`src/rtl/seg_serial_ctrl.sv`:
```
// Refresh sequencer for the serial shift-register 7-segment board: snapshots the image,
// walks the scan index through the external mapper and shifts each byte out MSB-first.
module seg_serial_ctrl #(
    parameter int unsigned CLK_DIV  = 2,
    parameter int unsigned NUM_SCAN = 4
) (
    input  logic        clk,
    input  logic        rst,
    input  logic        start,
    input  logic [31:0] hexs_in,
    input  logic [7:0]  seg_byte,
    output logic [31:0] hexs_snap,
    output logic [2:0]  scan,
    output logic        s_clk,
    output logic        s_data,
    output logic        s_lat,
    output logic        busy,
    output logic        done
);

    localparam int unsigned DIV_W = (CLK_DIV > 1) ? $clog2(CLK_DIV) : 1;
    localparam logic [DIV_W-1:0] DIV_LAST = DIV_W'(CLK_DIV - 1);
    localparam logic [2:0] SCAN_TOP = 3'(NUM_SCAN - 1);

    typedef enum logic [1:0] {IDLE, LOAD, SHIFT, LATCH} state_t;

    state_t             state;
    logic [6:0]         sr;        // remaining bits below the one currently on s_data
    logic [2:0]         bit_cnt;
    logic [DIV_W-1:0]   div_cnt;
    logic               phase;     // 0: first half (s_clk low), 1: second half

    always_ff @(posedge clk or posedge rst) begin
        if (rst) begin
            state     <= IDLE;
            hexs_snap <= '0;
            scan      <= '0;
            s_clk     <= 1'b0;
            s_data    <= 1'b0;
            s_lat     <= 1'b0;
            busy      <= 1'b0;
            done      <= 1'b0;
            sr        <= '0;
            bit_cnt   <= '0;
            div_cnt   <= '0;
            phase     <= 1'b0;
        end else begin
            done <= 1'b0;
            case (state)
                IDLE: begin
                    if (start) begin
                        hexs_snap <= hexs_in;
                        scan      <= SCAN_TOP;
                        busy      <= 1'b1;
                        state     <= LOAD;
                    end
                end
                LOAD: begin
                    sr      <= seg_byte[6:0];
                    s_data  <= seg_byte[7];
                    bit_cnt <= '0;
                    div_cnt <= '0;
                    phase   <= 1'b0;
                    state   <= SHIFT;
                end
                SHIFT: begin
                    if (div_cnt != DIV_LAST) begin
                        div_cnt <= div_cnt + 1'b1;
                    end else begin
                        div_cnt <= '0;
                        if (!phase) begin
                            phase <= 1'b1;
                            s_clk <= 1'b1;
                        end else begin
                            phase   <= 1'b0;
                            s_clk   <= 1'b0;
                            sr      <= {sr[5:0], 1'b0};
                            bit_cnt <= bit_cnt + 3'd1;
                            if (bit_cnt == 3'd7) begin
                                s_data <= 1'b0;
                                // scan 0 is the last byte, so the decrement never wraps
                                if (scan != 3'd0) begin
                                    scan  <= scan - 3'd1;
                                    state <= LOAD;
                                end else begin
                                    s_lat <= 1'b1;
                                    state <= LATCH;
                                end
                            end else begin
                                s_data <= sr[6];
                            end
                        end
                    end
                end
                LATCH: begin
                    if (div_cnt != DIV_LAST) begin
                        div_cnt <= div_cnt + 1'b1;
                    end else begin
                        div_cnt <= '0;
                        if (!phase) begin
                            phase <= 1'b1;
                        end else begin
                            phase <= 1'b0;
                            s_lat <= 1'b0;
                            busy  <= 1'b0;
                            done  <= 1'b1;
                            state <= IDLE;
                        end
                    end
                end
                default: state <= IDLE;
            endcase
        end
    end

endmodule

```
`config.mk`:
```
export PLATFORM = sky130hd
export DESIGN_NAME = seg_serial_ctrl
export DESIGN_NICKNAME = d
export VERILOG_FILES = /design/src/rtl/seg_serial_ctrl.sv
export SDC_FILE = /design/constraint.sdc
export NUM_CORES = 1
export LEC_CHECK = 0
export ABC_AREA = 1
export BUFFER_PORTS_ARGS = -buffer_cell sky130_fd_sc_hd__buf_2
export CAP_MARGIN = 20
export CORE_MARGIN = 1.5
export CORE_UTILIZATION = 50
export CTS_CLUSTER_DIAMETER = 200
export DETAILED_ROUTE_END_ITERATION = 8
export PLACE_DENSITY = 0.79
export SLEW_MARGIN = 30
export SYNTH_ARGS = -nofsm -noshare
export SYNTH_HDL_FRONTEND = slang
export SYNTH_SLANG_ARGS = --single-unit
```
`constraint.sdc`:
```
create_clock -name clk -period 3.9 [get_ports clk]
set_clock_uncertainty 0.15 [all_clocks]
set_input_delay 0.585 -clock clk [delete_from_list [all_inputs] [get_ports clk]]
set_output_delay 0.585 -clock clk [all_outputs]
set_load 0.05 [all_outputs]
```
* Word-level counts from Yosys, hierarchy flattened
Cells that the tools add are included.
Operators by class: mux-type cells 41, eq/ne operators 13, $add $sub $neg 3, reductions and logical operators 16
Operator list (number):
- $mux W3 | 7
- $mux W1 | 16
- $ne A2 B2 Y1 const B | 8
- $mux W2 | 7
- $mux W7 | 2
- $pmux W7 S2 | 1
- $pmux W3 S2 | 2
- $reduce_and A6 Y1 | 2
- $pmux W1 S2 | 5
- $reduce_bool A2 Y1 | 5
- $pmux W2 S4 | 1
- $reduce_and A7 Y1 | 1
- $reduce_and A2 Y1 | 3
- $eq A2 B2 Y1 const B | 2
- $reduce_and A4 Y1 | 1
- $add A3 B1 Y3 const B | 1
- $eq A3 B3 Y1 const B | 1
- $reduce_and A3 Y1 | 1
- $reduce_bool A3 Y1 | 1
- $sub A3 B1 Y3 const B | 1
- $eq A2 B1 Y1 const B | 1
- $logic_not A2 Y1 | 1
- $ne A2 B1 Y1 const B | 1
- $reduce_or A2 Y1 | 1
- $add A1 B1 Y1 const B | 1
Storage, ports and cells: logic and storage cells 85, output and inout bits 40, bits in registers 54, bits of input ports 43

* Depth between registers and ports, before layout
depth after elaboration 6, mapped depth 8, gate-level depth less buffers 8

* Worst setup path after synthesis
OpenSTA, ideal clock, no wires.
path kind flip-flop to flip-flop, from register scan[0], to register scan[2], clock period less this slack 1.882 ns, cell stages (with the launch flop) 8, setup slack 2.018 ns, library setup time 0.118 ns, path buffers 0, required time 3.632 ns, arrival 1.614 ns, cells stage by stage dfrtp_1 inv_1 ha_1 ha_1 a21oi_1 nand3_1 nand2_1 nand2_1
On the way: word-level cells in the longest chain between the ends 6, elaborated cells between the ends (all ways) 9, classes of those cells 1 x add/sub; 1 x eq/ne; 5 x mux; 2 x reduce/logical
RTL lines:
- start: declaration | line 13 | output logic [2:0] scan,
- start signal: assignment | line 83 | scan <= scan - 3'd1;
- $sub A3 B1 Y3 | line 83
- $mux W3 | line 82 | if (scan != 3'd0) begin
- $mux W3 | line 79 | if (bit_cnt == 3'd7) begin
- $mux W3 | line 71 | if (!phase) begin
- $mux W3 | line 67 | if (div_cnt != DIV_LAST) begin
- $pmux W3 S2 | line 49 | case (state)
Parallel ways exist; a longest one is shown, timed or not. The select of a mux whose other input is x is not followed. A chain may end at the register's enable or synchronous reset.

* Final worst setup path
from register state[1], to register hexs_snap[31]
On the way: word-level cells in the longest chain between the ends 2
RTL lines:
- start: declaration | line 27 | state_t state;
- start signal: assignment | line 35 | state <= IDLE;
- start signal: assignment | line 55 | state <= LOAD;
- start signal: assignment | line 64 | state <= SHIFT;
- $logic_not A2 Y1 | line 49
- $reduce_and A2 Y1 (no source line)
- end signal: assignment | line 52 | hexs_snap <= hexs_in;
- end: declaration | line 12 | output logic [31:0] hexs_snap,
Every way passes these cells.

==> flow_metrics.py <==
metrics = {
    "clock_network": {
        "hold_buffers": 0,
        "cts_resized": 0,
        "h-tree-depth": 2,
        "clock-sinks": 54,
        "clk_latency_ns": 0.30,
        "clkSlewWorstSetupHoldPaths_ns": 0.09,
        "cts_tree": "yes",
        "cts_made_buffers": 5,
        "postCtsSetupBuffers": 0,
        "cts_buffer_depth": 2,
        "root_buffer": "clkbuf_8",
    },
    "cells_and_area": {
        "ff_latch_area_um2": 1350,
        "n_fill_cell": 401,
        "diodes": 0,
        "final_cells": 413,
        "drive_gt1_share_pct": 27.0,
        "nNetsFinal": 405,
        "fin_area_um2": 2910,
        "multi_input_area_um2": 926,
        "area_delta_synth_final_pct": 21.2,
    },
    "yosys": {
        "synthMostInstantiatedCell": "nand2_1",
        "synth-warning-count": 0,
        "syn_avg_cell_area_um2": 8.49,
        "ys_types": 18,
        "yosysSeqAreaShare_pct": 56.2,
        "synth_flop_cell": "dfrtp_1",
        "yosysTopAreaCellShare_pct": 56.2,
        "synthArstFlopShare_pct": 100,
        "synthTopCellsByCount": "nand2_1, dfrtp_1, nand3_1",
        "synth-edff-count": 0,
        "synth_nets": 330,
        "syn_inst": 283,
        "synth-seq-cells": 54,
        "syn-cell-area_um2": 2400,
        "synth_area_leaders": "dfrtp_1, nand2_1, nand3_1",
        "yosysTopAreaCell": "dfrtp_1",
    },
    "worst_setup_path": {
        "worst_setup_path_end_kind": "register",
        "slowest_delay_ns": 0.64,
        "critical_path_class": "reg -> reg",
        "cp_common_cell": "nand2_1",
        "worst_ep_required_time_ns": 3.95,
        "cp_cell_sequence": "nor2_4 -> nand2_2 -> nand2_1 -> nand2_1",
        "cp_top_family": "simple AND/OR/NAND/NOR gates",
        "slowest_stage": "nor2_4",
        "critPathBufInv": 0,
        "crit_fanout": 35,
        "arrival_ns": 2.29,
        "worst_setup_path_start_kind": "register",
    },
    "placed_design": {
        "place_congestion": 0.766,
        "postPlaceCellArea_um2": 2800,
        "place_inst": 405,
        "io_buffers": 82,
        "dpl.hpwl_um": 3450,
    },
    "floorplan": {
        "die_area_um2": 5230,
        "die_w_um": 72.3,
        "rows": 25,
        "num_io_pins": 83,
        "core-area_um2": 4660,
        "fp.dieH_um": 72.3,
        "start_util_pct": 51.6,
    },
    "detailed_routing": {
        "wire_per_inst_um": 12.1,
        "viasPerCell": 5.01,
        "drt_iter0_markers": 103,
        "first_pass_iters": 4,
        "drc": 0,
        "wirelength_um": 5010,
        "vias": 2068,
        "antenna_left": 0,
    },
    "timing": {
        "rsz0062_at_grt": "no",
        "min_period_ns": 2.24,
        "setup_viol": 0,
        "worst_hold_slack_ns": 0.213,
        "worst_pin_slew_ns": 0.730,
        "setup-tns-final_ns": 0,
        "final_hold_viol_count": 0,
        "max_freq_mhz": 446,
        "slew_headroom_pct": 51.2,
        "slew_violations": 0,
        "finalCritPeriodShare_pct": 57.5,
    },
    "global_routing": {
        "grt_pass1_wl_um": 8630,
        "grtUsageTotal_pct": 21.2,
        "grt_pass1_vias": 1917,
        "grt_max_degree": 55,
        "antenna_found_initial": 0,
        "grt.overflow.total": 0,
    },
    "pwr": {
        "p_leak_uw": 0.00171,
        "vdd.ir_drop.worst_mv": 0.584,
        "p_per_area_nw_per_um2": 976,
        "p_total_uw": 2840,
    },
    "run": {
        "cap_violations": 0,
    },
    "hold_path": {
        "hold_class": "in -> async",
    },
    "run_status": {
        "outcome": "finished clean",
    },
}
layer usage:
metal | global-route usage, % | up-vias | share of wire (%)
met5 | 0 | - | 0
met4 | 6.92 | 0 | 1.2
met3 | 6.94 | 4 | 6.7
met2 | 34.9 | 68 | 48
met1 | 26.7 | 940 | 45
li1 | - | 1056 | -
stage by stage:
| stage | worst slack [ns] | utilization, % |
|---|---|---|
| after global placement | 1.36 | 60.0 |
| after floorplan | 1.85 | - |
| after CTS | 1.33 | 62.4 |
| after detailed placement | 1.35 | 60.1 |
| final | 1.66 | 62.5 |
| after global routing | 1.43 | 62.5 |
layout make-up:
class                   instances  share of cell area [%]
multi-input cells             203                    31.8
flip-flops and latches         54                    46.4
well taps                      54                    2.32
inverters                      12                    1.63
clock inverters                 2                    1.29
repair buffers                 82                    14.1
clock buffers                   6                    2.49
report_power, final:
| part | internal, uW | total [uW] | switching, uW | leakage (uW) |
|---|---|---|---|---|
| logic | 342 | 1490 | 1150 | 0.000990 |
| clock network | 192 | 367 | 176 | 0.0000514 |
| registers | 806 | 982 | 175 | 0.000670 |
state kept, by name (all words and copies together) (netlist names):
name       count
hexs_snap     32
state          2
s_lat          1
sr             7
div_cnt        1
phase          1
busy           1
s_clk          1
done           1
s_data         1
bit_cnt        3
scan           3
cells in the final DEF, fill, tap and decap left out, drive strengths merged:
cell type    n
a21oi        3
buf         82
bufinv       1
clkbuf       6
clkinvlp     1
dfrtp       54
ha           4
inv         12
nand2      131
nand3       53
nand4        4
nor2         4
o21ai        4
path summary, 6_finish.rpt:
check                              startpoint       endpoint  slack [ns]  depth (start not counted)
worst min-delay path                      rst  hexs_snap[18]        0.21                          2
worst min register to register  hexs_snap[24]  hexs_snap[24]        0.32                          2
min in group clk                hexs_snap[24]  hexs_snap[24]        0.32                          2
worst max-delay path                 state[1]  hexs_snap[31]        1.66                          4
worst max register to register       state[1]  hexs_snap[31]        1.66                          4
max in group asynchronous                 rst     bit_cnt[2]        2.96                          2
kinds of logic (layout without fill, tap and decap cells):
kind of cell | count (synthesis) | count (layout) | synth area share [%]
simple gates | 192 | 192 | 34.9
buf+inv | 26 | 102 | 5.36
compound gates | 7 | 7 | 1.46
flops | 54 | 54 | 56.2
fa+ha+maj | 4 | 4 | 2.08
No activity file was read; power rests on OpenSTA's default activity.
